File: config.mk
export PLATFORM = sky130hd
export DESIGN_NAME = y_adaptive_binarize
export DESIGN_NICKNAME = d
export VERILOG_FILES = /design/src/rtl/y_adaptive_binarize.sv
export SDC_FILE = /design/constraint.sdc
export NUM_CORES = 1
export LEC_CHECK = 0
export BUFFER_PORTS_ARGS = -buffer_cell sky130_fd_sc_hd__buf_2
export CORE_MARGIN = 8
export CORE_UTILIZATION = 55
export DETAILED_ROUTE_END_ITERATION = 10
export GPL_ROUTABILITY_DRIVEN = 1
export MAX_ROUTING_LAYER = met4
export PLACE_DENSITY = 0.78
export SYNTH_ARGS = -nofsm -noshare
export SYNTH_HDL_FRONTEND = slang
export SYNTH_SLANG_ARGS = --single-unit
export TNS_END_PERCENT = 30
File: constraint.sdc
create_clock -name clk -period 2.62 [get_ports clk]
set_input_delay 0.131 -clock clk [delete_from_list [all_inputs] [get_ports clk]]
set_output_delay 0.131 -clock clk [all_outputs]
set_load 0.02 [all_outputs]
File: src/rtl/y_adaptive_binarize.sv
// rtl/y_adaptive_binarize.sv - frame-adaptive luma binarizer with 2-clk matched sync latency
//
// Converts a Y (luma) pixel stream into a binary image (0x00 / 0xFF). The
// threshold for each frame is (min_Y + max_Y + 1) >> 1 of the previous frame,
// provided that frame had enough contrast; otherwise the old threshold holds.
//
// Optional feature macro: BIN_MANUAL_THR_EN
//   When defined, adds thr_sel / thr_manual. With thr_sel=1 (sampled at the
//   vsync rising edge, held for the frame) the compare uses thr_manual and
//   frame_thr reports it. Adaptive statistics keep accumulating regardless.
//
// Parameters:
//   THR_INIT      threshold used from reset until the first qualifying frame end
//   MIN_CONTRAST  minimum (max_Y - min_Y) needed to update the threshold
//   INVERT        1: output 0xFF for Y < thr, 0x00 otherwise
//
// Ports:
//   clk, rst_n                      clock, asynchronous active-low reset
//   per_img_vsync/herf/valid/Y      input frame sync, line ref, pixel valid, luma
//   thr_sel, thr_manual             manual threshold select/value (macro only)
//   post_img_vsync/herf/valid       input sync/valid delayed by 2 clk
//   post_img_bin                    0x00 / 0xFF result, 0 when post_img_valid=0
//   frame_thr                       threshold currently applied to the compare
//   frame_min, frame_max            min / max Y of the last completed frame

module y_adaptive_binarize #(
    parameter logic [7:0] THR_INIT     = 8'd128,
    parameter logic [7:0] MIN_CONTRAST = 8'd16,
    parameter bit         INVERT       = 1'b0
) (
    input  logic       clk,
    input  logic       rst_n,
    input  logic       per_img_vsync,
    input  logic       per_img_herf,
    input  logic       per_img_valid,
    input  logic [7:0] per_img_Y,
`ifdef BIN_MANUAL_THR_EN
    input  logic       thr_sel,
    input  logic [7:0] thr_manual,
`endif
    output logic       post_img_vsync,
    output logic       post_img_herf,
    output logic       post_img_valid,
    output logic [7:0] post_img_bin,
    output logic [7:0] frame_thr,
    output logic [7:0] frame_min,
    output logic [7:0] frame_max
);

    typedef enum logic [1:0] {
        IDLE   = 2'd0,
        ACTIVE = 2'd1,
        UPDATE = 2'd2
    } state_t;

    state_t     state_q, state_d;

    // Pipeline stage 1
    logic       s1_vsync, s1_herf, s1_valid, s1_ge;

    // Frame statistics
    logic [7:0] run_min, run_max;
    logic       pix_seen;
    logic [7:0] thr_adapt;
    logic [7:0] thr_apply;

    // Dedicated vsync edge register. It resets to 1 so that a vsync that is
    // already high when reset is released is not mistaken for a new frame:
    // after a mid-frame reset only the next genuine rising edge starts a frame.
    logic       vsync_q;
    logic       vsync_rise, vsync_fall, frame_start;

    logic [7:0] contrast;
    logic [8:0] mid_sum;

    assign vsync_rise  = per_img_vsync & ~vsync_q;
    assign vsync_fall  = ~per_img_vsync & vsync_q;
    // A rise can only legally occur outside ACTIVE; in UPDATE it is honoured
    // in the same cycle so back-to-back frames lose no edge.
    assign frame_start = vsync_rise & (state_q != ACTIVE);

    assign contrast = run_max - run_min;
    assign mid_sum  = {1'b0, run_min} + {1'b0, run_max} + 9'd1;

    //--------------------------------------------------------------------
    // Threshold selection
    //--------------------------------------------------------------------
`ifdef BIN_MANUAL_THR_EN
    logic       man_sel_q;
    logic [7:0] man_thr_q;

    always_ff @(posedge clk or negedge rst_n) begin
        if (!rst_n) begin
            man_sel_q <= 1'b0;
            man_thr_q <= 8'h00;
        end else if (frame_start) begin
            man_sel_q <= thr_sel;
            man_thr_q <= thr_manual;
        end
    end

    assign thr_apply = man_sel_q ? man_thr_q : thr_adapt;
`else
    assign thr_apply = thr_adapt;
`endif

    assign frame_thr = thr_apply;

    //--------------------------------------------------------------------
    // FSM
    //--------------------------------------------------------------------
    always_ff @(posedge clk or negedge rst_n) begin
        if (!rst_n) begin
            state_q <= IDLE;
            vsync_q <= 1'b1;
        end else begin
            state_q <= state_d;
            vsync_q <= per_img_vsync;
        end
    end

    always_comb begin
        state_d = state_q;
        case (state_q)
            IDLE:    if (vsync_rise) state_d = ACTIVE;
            ACTIVE:  if (vsync_fall) state_d = UPDATE;
            UPDATE:  state_d = vsync_rise ? ACTIVE : IDLE;
            default: state_d = IDLE;
        endcase
    end

    //--------------------------------------------------------------------
    // Running statistics and end-of-frame latch
    //--------------------------------------------------------------------
    always_ff @(posedge clk or negedge rst_n) begin
        if (!rst_n) begin
            run_min   <= 8'hFF;
            run_max   <= 8'h00;
            pix_seen  <= 1'b0;
            frame_min <= 8'h00;
            frame_max <= 8'h00;
            thr_adapt <= THR_INIT;
        end else begin
            // UPDATE reads the old run_* values, so a frame start in the
            // same cycle can safely reinitialise them.
            if (state_q == UPDATE) begin
                frame_min <= run_min;
                frame_max <= run_max;
                if (pix_seen && (contrast >= MIN_CONTRAST)) begin
                    thr_adapt <= mid_sum[8:1];
                end
            end

            if (frame_start) begin
                // A pixel arriving on the very edge cycle belongs to the frame.
                run_min  <= per_img_valid ? per_img_Y : 8'hFF;
                run_max  <= per_img_valid ? per_img_Y : 8'h00;
                pix_seen <= per_img_valid;
            end else if ((state_q == ACTIVE) && per_img_valid && per_img_vsync) begin
                if (per_img_Y < run_min) run_min <= per_img_Y;
                if (per_img_Y > run_max) run_max <= per_img_Y;
                pix_seen <= 1'b1;
            end
        end
    end

    //--------------------------------------------------------------------
    // Two-stage pixel pipeline
    //--------------------------------------------------------------------
    always_ff @(posedge clk or negedge rst_n) begin
        if (!rst_n) begin
            s1_vsync       <= 1'b0;
            s1_herf        <= 1'b0;
            s1_valid       <= 1'b0;
            s1_ge          <= 1'b0;
            post_img_vsync <= 1'b0;
            post_img_herf  <= 1'b0;
            post_img_valid <= 1'b0;
            post_img_bin   <= 8'h00;
        end else begin
            s1_vsync       <= per_img_vsync;
            s1_herf        <= per_img_herf;
            s1_valid       <= per_img_valid;
            s1_ge          <= (per_img_Y >= thr_apply);
            post_img_vsync <= s1_vsync;
            post_img_herf  <= s1_herf;
            post_img_valid <= s1_valid;
            post_img_bin   <= s1_valid ? {8{s1_ge ^ INVERT}} : 8'h00;
        end
    end

endmodule

# ---- Word-level counts from Yosys, hierarchy flattened
# Index checks and enable logic that the tools add are counted.
# Widths: inputs -> output; s select.
dict set report totals {
  elab_cells 59
  ff_bits 59
  inputBits 13
  output_inout_bits 35
}
dict set report classes {
  n_mux 15
  magnitude_cmp 4
  n_addsub 3
  n_eq_ne 5
  n_bitwise 5
  n_reduce_logical 11
}
# op n
set ops {}
lappend ops {{$mux 8} 9}
lappend ops {{$add 8x8->9} 1}
lappend ops {{$add 9x1->9 const B} 1}
lappend ops {{$ge 8x5->1 const B} 1}
lappend ops {{$ge 8x8->1} 1}
lappend ops {{$gt 8x8->1} 1}
lappend ops {{$lt 8x8->1} 1}
lappend ops {{$reduce_and 2->1} 4}
lappend ops {{$sub 8x8->8} 1}
lappend ops {{$pmux 2 s3} 1}
lappend ops {{$reduce_bool 2->1} 3}
lappend ops {{$mux 2} 2}
lappend ops {{$ne 2x2->1 const B} 2}
lappend ops {{$and 1x1->1} 3}
lappend ops {{$logic_and 1x1->1} 3}
lappend ops {{$mux 1} 3}
lappend ops {{$eq 2x1->1 const B} 1}
lappend ops {{$eq 2x2->1 const B} 1}
lappend ops {{$logic_not 2->1} 1}
lappend ops {{$ne 2x1->1 const B} 1}
lappend ops {{$not 1->1} 2}

# ---- Longest topological paths before layout
dict set report depth {
  ltp_word 5
  mapped_depth 10
  ltp_nobuf 10
}

# ---- Worst setup path before layout
# Ideal clock, no wire load.
dict set report synth_path {
  path_type {register -> register}
  start {register run_min[3]}
  end {register thr_adapt[0], in the netlist frame_thr[0]}
  setup_ps 125
  t_arrival_ps 2160
  path_slack_ps 335
  path_buffers 1
  period_less_slack_ps 2285
  t_required_ps 2495
  stages_incl_launch_ff 10
  path_cell_list {dfstp_2 > inv_1 > ha_1 > nor2b_1 > a221oi_1 > xor2_1 > o2111ai_1 > nand4b_1 > buf_6 > mux2_4}
}
dict set report synth_between {
  elab_chain_len 4
}
# element line
set synth_rtl {}
lappend synth_rtl {{start: declaration} 62} ;# logic [7:0] run_min, run_max;
lappend synth_rtl {{start signal: assignment} 156} ;# run_min <= per_img_valid ? per_img_Y : 8'hFF;
lappend synth_rtl {{start signal: assignment} 160} ;# if (per_img_Y < run_min) run_min <= per_img_Y;
lappend synth_rtl {{$sub 8x8->8} 82} ;# assign contrast = run_max - run_min;
lappend synth_rtl {{$ge 8x5->1} 149} ;# if (pix_seen && (contrast >= MIN_CONTRAST)) begin
lappend synth_rtl {{$logic_and 1x1->1} 149}
lappend synth_rtl {{$reduce_and 2->1 (no line)} --}
lappend synth_rtl {{end signal: assignment} 150} ;# thr_adapt <= mid_sum[8:1];
lappend synth_rtl {{end: declaration} 64} ;# logic [7:0] thr_adapt;
# Every way passes these cells.
# A chain may end at the register's enable or synchronous reset.

# ---- Worst setup path in the final report
dict set report layout_path {
  start {register run_min[2]}
  end {register thr_adapt[5], in the netlist frame_thr[5]}
}
dict set report layout_between {
  elab_chain_len 4
  elab_cells_between_ends 6
  cone_classes {3 x add/sub; 1 x order compare; 2 x reduce/logical}
}
# element line
set layout_rtl {}
lappend layout_rtl {{$sub 8x8->8} 82}
lappend layout_rtl {{$ge 8x5->1} 149}
lappend layout_rtl {{$logic_and 1x1->1} 149}
lappend layout_rtl {{$reduce_and 2->1 (no line)} --}
# Several ways; a longest one is shown, not always the timed one.

==> impl_metrics.toml <==
[worst_setup_path]
path_max_fanout = 5
crit_type = "reg2reg"
reg2reg_from = "run_min[2]"
ff2ff_setup_slack_ns = 0.18
rr_worst_depth = 8
startpoint_type = "flip-flop"
crit_path_end_kind = "flip-flop"
r2r-end = "frame_thr[5]"
cp.arrival_ns = 2.64
crit_required_ns = 2.82

[timing]
fin_crit_ns = 2.44
fmax_ghz = 0.410
layout_setup_ws_ns = 0.180
final.setup.tns_ns = 0
setup_viol = 0
max_slew.worst_pin.slew_ns = 1.01
post-route-period-util_pct = 93.1
slew_viol_final = 0
finalClockSkew_ns = 0.00517
rsz0062_at_grt = "no"
slew-limit-headroom_pct = 32.6
hold_viol_final = 0

[route]
via_count = 2300
drt_pass1_iterations = 4
ant_nets = 0
drc = 0
wl_mm = 6.94
detail_route.wl_per_cell_um = 16.6
dr.first_iter.drc_count = 125
via_per_inst = 5.49

[clock_network]
cts_tree = "done"
cts_buffer_depth = 2
clkTransAtPathRegs_ns = 0.09
insertion_delay_ns = 0.31
htree_num_levels = 2
cts_buffers = 5
clock_sinks = 52
cts_root_buf = "clkbuf_8"
cts_setup_buffers = 0

[pwr]
ir_drop_mv = 0.555
switching_share_pct = 42.1
cellPowerDensity_nw_per_um2 = 1160
p_switching_mw = 1.72
p_leak_nw = 1.80
p_seq_share_pct = 32.1
finalPower_mw = 4.10
intPower_mw = 2.37
pwr-share-comb_pct = 53.0
power_frac_clock_pct = 14.9

[finish]
n_antenna_cell = 0
nets = 399
area.growth.synth_to_final_pct = 15.1
drive_gt1_share_pct = 24.2
final_common_cell = "buf_2"
final_cell_mix = "buf_2 (47), dfrtp_1 (42), ha_1 (34)"

[floorplanning]
io_pins = 48
fp.dieArea_um2 = 8200
row_count = 27
die-width_um = 90.6
core_area_um2 = 5440
start_util_pct = 56.2
die_h_um = 90.6

[yosys]
synth_area_per_cell_um2 = 10.3
yosysTopAreaCellShare_pct = 34.4
yosysWarnings = 0
ys_ff_latch = 52
synth_edf_count = 0
netlist_instances = 296
synth.distinct_cells = 46
yosys-top-cells-area = "dfrtp_1 (34%), ha_1 (16%), dfstp_2 (8.6%)"
yosys.area.top_type = "dfrtp_1"
ys.flop_type = "dfrtp_1"
netlist_area_um2 = 3060
ys_seq_area_share_pct = 43.0
async_flop_share_pct = 100
syn-num-nets = 349

[job]
drv_cap = 0

[placement]
io_buffers = 47
place_ws_ns = 0.168
gp_congestion = 0.928
hpwlAfterDp_mm = 5.37

[min_path]
min_path_cells = 2
worstHoldEndpoint = "run_max[0]"
hold_path.class = "in2reg"
hold_start = "per_img_Y[0]"

[global_route]
grt_overflow = 0
antenna_found_initial = 0
grt_max_degree = 33
grt_pass1_wl_mm = 11.9
grt_usage_pct = 18.3
grt_pass1_vias = 2394

[outcome]
status = "complete, no violations"
==> state kept, by name, summed over array words and instances, names as in the netlist, 2 cells and up <==
register   cells
frame_min      8
run_min        8
state_q        2
run_max        8
frame_max      8
frame_thr      8
==> metal layers <==
| metal | vias up | wire length, µm | track usage [%] |
|---|---|---|---|
| li1 | 1128 | - | - |
| met1 | 1106 | 3330 | 23.7 |
| met2 | 54 | 3160 | 27.3 |
| met3 | 12 | 317 | 4.24 |
| met5 | - | 0 | - |
| met4 | 0 | 128 | 6.66 |
==> worst max-delay path by stage <==
stage	startpoint	end	slack [ns]	cells after the start
2_1_floorplan	run_min[3]	frame_thr[0]	0.33	9
3_5_place_dp	run_min[3]	frame_thr[1]	0.17	9
3_3_place_gp	run_min[6]	frame_thr[5]	0.19	8
6_report	run_min[2]	frame_thr[5]	0.18	8
5_1_grt	run_min[6]	frame_thr[1]	0.02	8
4_1_cts	run_min[3]	frame_thr[1]	0.13	9
==> power groups by stage <==
stage | combinational [mW] | sequential, mW | clock [mW]
finish | 2.17 | 1.32 | 0.609
global placement | 2.10 | 1.32 | 0
detailed placement | 2.12 | 1.33 | 0
global route | 2.45 | 1.36 | 0.650
CTS | 2.15 | 1.32 | 0.615
floorplan | 1.40 | 1.50 | 0
==> critical path, cell delays in order, from the launching register on <==
cell       delay [ns]
dfstp_2          0.56
inv_1            0.07
ha_1             0.37
o21ai_1          0.15
a21oi_1          0.07
o32a_2           0.37
o2111ai_1        0.09
nand4b_1         0.28
mux2_4           0.38
==> per-stage QoR <==
stage / hold slack, ns / instances / cell area [µm²] / util [%]
floorplan: -0.165 / 296 / 3060 / -
global placement: 0.00833 / 407 / 3340 / 61.3
detailed placement: 0.00833 / 407 / 3340 / 61.3
CTS: 0.0763 / 419 / 3500 / 64.4
global route: 0.0824 / 419 / 3520 / 64.7
finish: 0.0812 / 419 / 3520 / 64.7
==> cell type report <==
| cell class | instances | area, µm² |
|---|---|---|
| repair buffers | 58 | 328 |
| inverters | 30 | 113 |
| multi-input cells | 199 | 1550 |
| flip-flops and latches | 52 | 1310 |
| fillers | 446 | 1920 |
| clock buffers | 7 | 96.3 |
| well taps | 72 | 90.1 |
| clock inverters | 1 | 30.0 |
==> cell families after synthesis <==
logic type | after synthesis | synth area share [%]
AND/OR/NAND/NOR | 68 | 11.1
multiplexers | 8 | 2.95
flip-flops | 52 | 43.0
XOR/XNOR | 6 | 1.72
buffers and inverters | 45 | 6.96
AO/OA/AOI/OAI | 77 | 17.4
adder cells (fa/ha/maj) | 40 | 16.9
==> what timing repair did <==
item                       in CTS  in global routing
hold buffers                    4                  0
hold endpoints to repair       21                  0
gates resized for setup         0                  5
setup endpoints to repair       0                  8
==> cells in the mapped netlist (all sizes together) (2+ instances only) <==
| library cell | number |
|---|---|
| xor2 | 3 |
| and2 | 3 |
| a31oi | 3 |
| o21ai | 26 |
| nor4b | 2 |
| nor2 | 11 |
| mux2i | 6 |
| o22ai | 3 |
| dfstp | 10 |
| xnor2 | 3 |
| a221oi | 2 |
| o21a | 2 |
| a21o | 3 |
| nand2b | 9 |
| fa | 2 |
| nor2b | 6 |
| nand3 | 4 |
| o22a | 8 |
| and3 | 2 |
| a211o | 2 |
| clkbuf | 4 |
| dfrtp | 42 |
| ha | 38 |
| nor3 | 6 |
| mux2 | 2 |
| inv | 30 |
| o31ai | 2 |
| nand2 | 22 |
| buf | 11 |
| a22o | 8 |
| o21bai | 3 |
| a21oi | 9 |
Note: power is estimated with default switching activity, not from simulation.
